==> src/rtl/cache_types.sv <==
// Shared cache-side types: DFP adapter FSM states and line/beat widths.
package cache_types;
   typedef enum logic [2:0] {IDLE, RD_CMD, RD_BEAT, WR_BEAT, RESP} dfp_adapter_state_t;
   localparam int DFP_LINE_BITS = 256;
   localparam int DFP_BEAT_BITS = 64;
endpackage

==> src/rtl/dfp_burst_adapter.sv <==
// DFP line <-> 4-beat bmem burst responder; one line in flight, write ~6 cycles, read ~7.
// bmem stalls via bmem_ready (command/write beats) and rvalid gaps; L2 holds its request until dfp_resp.
module dfp_burst_adapter
   import cache_types::*;
#(
   parameter int LINE_BITS = DFP_LINE_BITS,
   parameter int BEAT_BITS = DFP_BEAT_BITS
) (
   input  logic                 clk,
   input  logic                 rst,
   input  logic [31:0]          dfp_addr,
   input  logic                 dfp_read,
   input  logic                 dfp_write,
   input  logic [LINE_BITS-1:0] dfp_wdata,
   output logic [LINE_BITS-1:0] dfp_rdata,
   output logic                 dfp_resp,
   output logic [31:0]          bmem_addr,
   output logic                 bmem_read,
   output logic                 bmem_write,
   output logic [BEAT_BITS-1:0] bmem_wdata,
   input  logic                 bmem_ready,
   input  logic [BEAT_BITS-1:0] bmem_rdata,
   input  logic                 bmem_rvalid,
   output logic                 protocol_err
);
   localparam int BEATS = LINE_BITS / BEAT_BITS;
   localparam int CW    = $clog2(BEATS);

   dfp_adapter_state_t   state_q;
   logic [CW-1:0]        cnt_q;
   logic [CW-1:0]        cnt_inc;
   logic [LINE_BITS-1:0] wdata_q;
   logic [LINE_BITS-1:0] rbuf_q;
   logic [31:0]          addr_q;
   logic [BEAT_BITS-1:0] wbeat_q;
   logic                 resp_q;
   logic                 read_q;
   logic                 write_q;
   logic                 err_q;
   logic                 last_beat;

   assign cnt_inc   = cnt_q + CW'(1);
   assign last_beat = (cnt_q == CW'(BEATS - 1));

   always_ff @(posedge clk or posedge rst) begin
      if (rst) begin
         state_q <= IDLE;
         cnt_q   <= '0;
         wdata_q <= '0;
         rbuf_q  <= '0;
         addr_q  <= '0;
         wbeat_q <= '0;
         resp_q  <= 1'b0;
         read_q  <= 1'b0;
         write_q <= 1'b0;
         err_q   <= 1'b0;
      end else begin
         case (state_q)
            IDLE: begin
               cnt_q <= '0;
               if (dfp_write) begin
                  // Write wins a simultaneous read; the collision is recorded until reset.
                  if (dfp_read) err_q <= 1'b1;
                  state_q <= WR_BEAT;
                  addr_q  <= dfp_addr & ~32'h1F;
                  wdata_q <= dfp_wdata;
                  wbeat_q <= dfp_wdata[BEAT_BITS-1:0];
                  write_q <= 1'b1;
               end else if (dfp_read) begin
                  state_q <= RD_CMD;
                  addr_q  <= dfp_addr & ~32'h1F;
                  read_q  <= 1'b1;
               end
            end
            RD_CMD: begin
               if (bmem_ready) begin
                  read_q  <= 1'b0;
                  state_q <= RD_BEAT;
               end
            end
            RD_BEAT: begin
               if (bmem_rvalid) begin
                  rbuf_q[int'(cnt_q)*BEAT_BITS +: BEAT_BITS] <= bmem_rdata;
                  cnt_q <= cnt_inc;
                  if (last_beat) begin
                     state_q <= RESP;
                     resp_q  <= 1'b1;
                  end
               end
            end
            WR_BEAT: begin
               if (bmem_ready) begin
                  cnt_q   <= cnt_inc;
                  wbeat_q <= wdata_q[int'(cnt_inc)*BEAT_BITS +: BEAT_BITS];
                  if (last_beat) begin
                     state_q <= RESP;
                     resp_q  <= 1'b1;
                     write_q <= 1'b0;
                     wbeat_q <= '0;
                  end
               end
            end
            RESP: begin
               resp_q  <= 1'b0;
               state_q <= IDLE;
            end
            default: state_q <= IDLE;
         endcase
      end
   end

   assign dfp_rdata    = rbuf_q;
   assign dfp_resp     = resp_q;
   assign bmem_addr    = addr_q;
   assign bmem_read    = read_q;
   assign bmem_write   = write_q;
   assign bmem_wdata   = wbeat_q;
   assign protocol_err = err_q;
endmodule

==> config.mk <==
export PLATFORM = sky130hd
export DESIGN_NAME = dfp_burst_adapter
export DESIGN_NICKNAME = d
export VERILOG_FILES = /design/src/rtl/cache_types.sv /design/src/rtl/dfp_burst_adapter.sv
export SDC_FILE = /design/constraint.sdc
export NUM_CORES = 1
export LEC_CHECK = 0
export BUFFER_PORTS_ARGS = -buffer_cell sky130_fd_sc_hd__buf_2
export CORE_AREA = 4 4 276 278
export CTS_BUF_LIST = sky130_fd_sc_hd__clkbuf_16
export DETAILED_ROUTE_END_ITERATION = 8
export DIE_AREA = 0 0 280 282
export HOLD_SLACK_MARGIN = 0.02
export PLACE_DENSITY = 0.59
export SYNTH_ARGS = -nofsm -noshare
export SYNTH_HDL_FRONTEND = slang
export SYNTH_SLANG_ARGS = --single-unit
export TNS_END_PERCENT = 10
==> constraint.sdc <==
create_clock -name clk -period 57.2 [get_ports clk]
set_clock_uncertainty 0.1 [all_clocks]
set_input_delay 5.72 -clock clk [delete_from_list [all_inputs] [get_ports clk]]
set_output_delay 5.72 -clock clk [all_outputs]
set_load 0.005 [all_outputs]
Word-level counts from Yosys, hierarchy flattened
Index checks and enable logic that the tools add are counted.
W data, S select, Z words.
- register bits: 617
- output and inout bits: 356
- add/subtract/negate cells: 2
- equality and inequality tests: 13
- shifts and indexed selects: 3
- mux-type cells: 29
- reduce and logical (&&, ||, !) cells: 16
- operator list (kind ; number):
    $bwmux W256 ; 1
    $shift A64 B33 Y256 const A ; 1
    $shiftx A256 B9 Y64 ; 1
    $shiftx A64 B33 Y256 ; 1
    $mux W64 ; 3
    $pmux W64 S2 ; 1
    $mux W32 ; 2
    $neg A8 Y33 ; 1
    $mux W3 ; 6
    $ne A2 B2 Y1 const B ; 7
    $pmux W3 S4 ; 1
    $reduce_and A3 Y1 ; 4
    $reduce_and A4 Y1 ; 3
    $mux W1 ; 9
    $eq A3 B2 Y1 const B ; 2
    $pmux W2 S3 ; 1
    $reduce_and A2 Y1 ; 3
    $reduce_bool A2 Y1 ; 3
    $reduce_bool A3 Y1 ; 2
    $mux W2 ; 2
    $pmux W1 S2 ; 2
    $eq A3 B1 Y1 const B ; 1
    $eq A3 B3 Y1 const B ; 1
    $logic_not A3 Y1 ; 1
    other kinds (4) ; 4

Logic depth before layout (Yosys ltp)
- word-level depth: 5
- gate-level depth with buffers: 12
- depth with buffers taken out: 5

Least setup slack after synthesis
Ideal clock, no wire load.
- kind: input -> register
- from: input port dfp_write
- to: register wbeat_q[0] (netlist: bmem_wdata[0])
- stages: 6
- path slack: 49.968 ns
- data required time: 56.974 ns
- arrival time: 7.006 ns
- library setup time: 0.126 ns
- path through: or4b_1 > clkbuf_1 > and2_1 > buf_6 > buf_6 > a221o_1
- longest elaborated chain between the ends: 2
- ends and longest elaborated chain (element ; line ; RTL):
    start: declaration ; dfp_burst_adapter.sv:13 ; input logic dfp_write,
    $ne A2 B2 Y1 (no source line) ; -- ;
    $reduce_and A3 Y1 (no source line) ; -- ;
    end signal: assignment ; dfp_burst_adapter.sv:67 ; wbeat_q <= dfp_wdata[BEAT_BITS-1:0];
    end signal: assignment ; dfp_burst_adapter.sv:94 ; wbeat_q <= wdata_q[int'(cnt_inc)*BEAT_BITS +: BEAT_BITS];
    end: declaration ; dfp_burst_adapter.sv:35 ; logic [BEAT_BITS-1:0] wbeat_q;
No other way between the ends.
A chain may end at the register's enable or synchronous reset.

Final worst setup path
- from: input port bmem_rvalid
- to: register rbuf_q[124] (netlist: dfp_rdata[124])
- longest elaborated chain between the ends: 1
- ends and longest elaborated chain (element ; line ; RTL):
    start: declaration ; dfp_burst_adapter.sv:23 ; input logic bmem_rvalid,
    $reduce_and A2 Y1 (no source line) ; -- ;
    end signal: indexed assignment ; dfp_burst_adapter.sv:83 ; rbuf_q[int'(cnt_q)*BEAT_BITS +: BEAT_BITS] <= bmem_rdata;
    end: declaration ; dfp_burst_adapter.sv:33 ; logic [LINE_BITS-1:0] rbuf_q;
No other way between the ends.

==> results.sh <==
export IMPL_outcome="finished clean"
export IMPL_grt_pass1_vias=20900
export IMPL_cts_sinks=612
export IMPL_ys_seq_area_share_pct=59.1
export IMPL_fill_cells=7221
export IMPL_ios=714
export IMPL_post_cts_resized=0
export IMPL_min_to="protocol_err"
export IMPL_setup_violations=0
export IMPL_drc_errors=0
export IMPL_cts_root_buf="clkbuf_16"
export IMPL_syn_to_final_growth_pct=24.0
export IMPL_vias=21100
export IMPL_r2r_cells=6
export IMPL_max_vdd_ir_drop_v=0.0000355
export IMPL_core_area_um2=73900
export IMPL_dp_hpwl_um=55400
export IMPL_ant_nets=0
export IMPL_synth_largest_area_cell="dfrtp_1"
export IMPL_synth_edf_count=0
export IMPL_globalplace_congestion=0.802
export IMPL_critPathLaunch="bmem_rvalid"
export IMPL_hold_depth=1
export IMPL_yosysTopAreaCellShare_pct=59.1
export IMPL_holdBufCountCts=0
export IMPL_grt_antenna_before_repair=40
export IMPL_syn_inst=2511
export IMPL_p_leak_nw=16.6
export IMPL_hold_viol_final=0
export IMPL_worst_path_max_fanout=95
export IMPL_synth_most_common_cell="dfrtp_1"
export IMPL_fin_crit_ns=8.70
export IMPL_rsz0062_at_grt="false"
export IMPL_cp_arrival_ns=9.10
export IMPL_p_per_area_nw_per_um2=56.2
export IMPL_fin_cells=4139
export IMPL_synth_commonest_cells="dfrtp_1 (612), nand2_1 (579), inv_1 (263), o21ai_0 (260), nand4_1 (256)"
export IMPL_cts_buffer_depth=3
export IMPL_drive_gt1_share_pct=29.6
export IMPL_yosysUniqueCellTypes=35
export IMPL_synthFlopType="dfrtp_1"
export IMPL_die_area_um2=79000
export IMPL_placed_cell_area_um2=30100
export IMPL_whs_ns=0.366
export IMPL_avgRoutedWirePerCell_um=20.7
export IMPL_worst_slew_pin_slew_ns=1.11
export IMPL_synthArstFlopShare_pct=100
export IMPL_path_clk_slew_ns=0.06
export IMPL_hold_class="reg2reg"
export IMPL_io_buffer_count=703
export IMPL_multi_input_area_um2=8800
export IMPL_fin_tns_setup_ns=0
export IMPL_grt_first_pass_wirelength_um=129000
export IMPL_grt_use_total_pct=20.9
export IMPL_drt_wl_total_um=85800
export IMPL_cp_data_required_time_ns=57.60
export IMPL_rr_endpoint="dfp_rdata[124]"
export IMPL_cts_buffers=68
export IMPL_slew_viol_final=0
export IMPL_die_w_um=280
export IMPL_dp_cells=4007
export IMPL_die_h_um=282
export IMPL_ys_warn_count=0
export IMPL_viasPerCell=5.09
export IMPL_grt_max_degree=165
export IMPL_endpoint_kind="register"
export IMPL_pre_cts_ws_ns=48.00
export IMPL_relSlewSlack_pct=26.3
export IMPL_nNetsFinal=3472
export IMPL_criticalPathCategory="in2reg"
export IMPL_grt_overflow_total=0
export IMPL_synth_area_per_cell_um2=10.3
export IMPL_setup_slack_ns=48.50
export IMPL_r2r_start="state_q[0]"
export IMPL_start_util_pct=35.1
export IMPL_dr_pass1_iters=6
export IMPL_clk_latency_ns=0.59
export IMPL_ctsHtreeMaxLevel=3
export IMPL_min_from="protocol_err"
export IMPL_synth_area_um2=25900
export IMPL_rows=100
export IMPL_maxCapViolCount=0
export IMPL_synth_seq_cells=612
export IMPL_seqCellArea_um2=15300
export IMPL_max_freq_mhz=115
export IMPL_reg2reg_setup_slack_ns=53.05
export IMPL_fin_crit_sh_pct=15.2
export IMPL_drtIter0Drc=1838
export IMPL_cts_tree="done"
export IMPL_post_cts_buffers=0
export IMPL_ys_top_cells_by_area="dfrtp_1 (59%), nand2_1 (8.4%), nand4_1 (6.2%)"
export IMPL_start_kind="primary input"
export IMPL_design_area_um2=32100
## placed cells by master (no fill, tap or decap), types with 65 or more instances in the layout
cell	instances
a21o_1	65
buf_2	703
inv_1	277
nand4_1	256
o21ai_0	260
nand2_1	579
clkbuf_16	70
dfrtp_1	611
## where the power goes
part           internal (W)  switching (W)  leakage [nW]
clock network      0.000225       0.000175          1.04
registers          0.000627       0.000111          7.89
logic              0.000287       0.000380          7.63
## kinds of logic after synthesis
logic type	after synthesis	share of synthesized area, %
simple gates	921	16.7
compound gates	402	9.70
other cells	1	0.0145
mux	95	6.90
flops	612	59.1
buf+inv	474	7.33
fa+ha+maj	6	0.290
## per-layer routing
metal	wire length (um)	track usage (%)	part of all wire [%]
met5	244	0	0.28
met4	2870	7.29	3.3
met3	8190	7.20	9.5
met2	40400	33.5	47
met1	34100	26.7	40
## final cells by class
class	count	area share, %
sequential	612	47.7
multi-input combinational	1429	27.4
timing repair buffer	734	11.7
clock buffer	70	5.45
tap	969	3.77
inverter	263	3.09
clock inverter	43	0.771
antenna	19	0.148
## through the flow
| step | util, % | total power [W] |
|---|---|---|
| finish | 43.5 | 0.00181 |
| global route | 43.4 | 0.00193 |
| CTS | 43.4 | 0.00183 |
| detailed placement | 40.7 | 0.00142 |
| global placement | 40.7 | 0.00141 |
| floorplan | - | 0.00113 |
## worst max-delay path by stage
stage	cells after the start	to	slack, ns
after CTS	7	dfp_rdata[124]	48.61
after detailed placement	7	dfp_rdata[124]	48.00
after global routing	5	dfp_rdata[137]	48.17
final	7	dfp_rdata[124]	48.50
after global placement	7	dfp_rdata[124]	47.90
after floorplan	1	bmem_addr[10]	34.24
## registers in the layout, indices dropped and copies added, names as in the netlist
name,flops
dfp_rdata,256
wdata_q,256
bmem_wdata,64
bmem_addr,27
state_q,3
cnt_q,2
bmem_read,1
bmem_write,1
dfp_resp,1
protocol_err,1
## critical path: stages
cell and delay [ns]:
buf_2 0.09, nor4bb_4 0.26, buf_4 0.78, buf_4 0.76
buf_4 0.87, nand4_1 0.33, o21ai_0 0.20
Note: power is estimated with default switching activity, not from simulation.
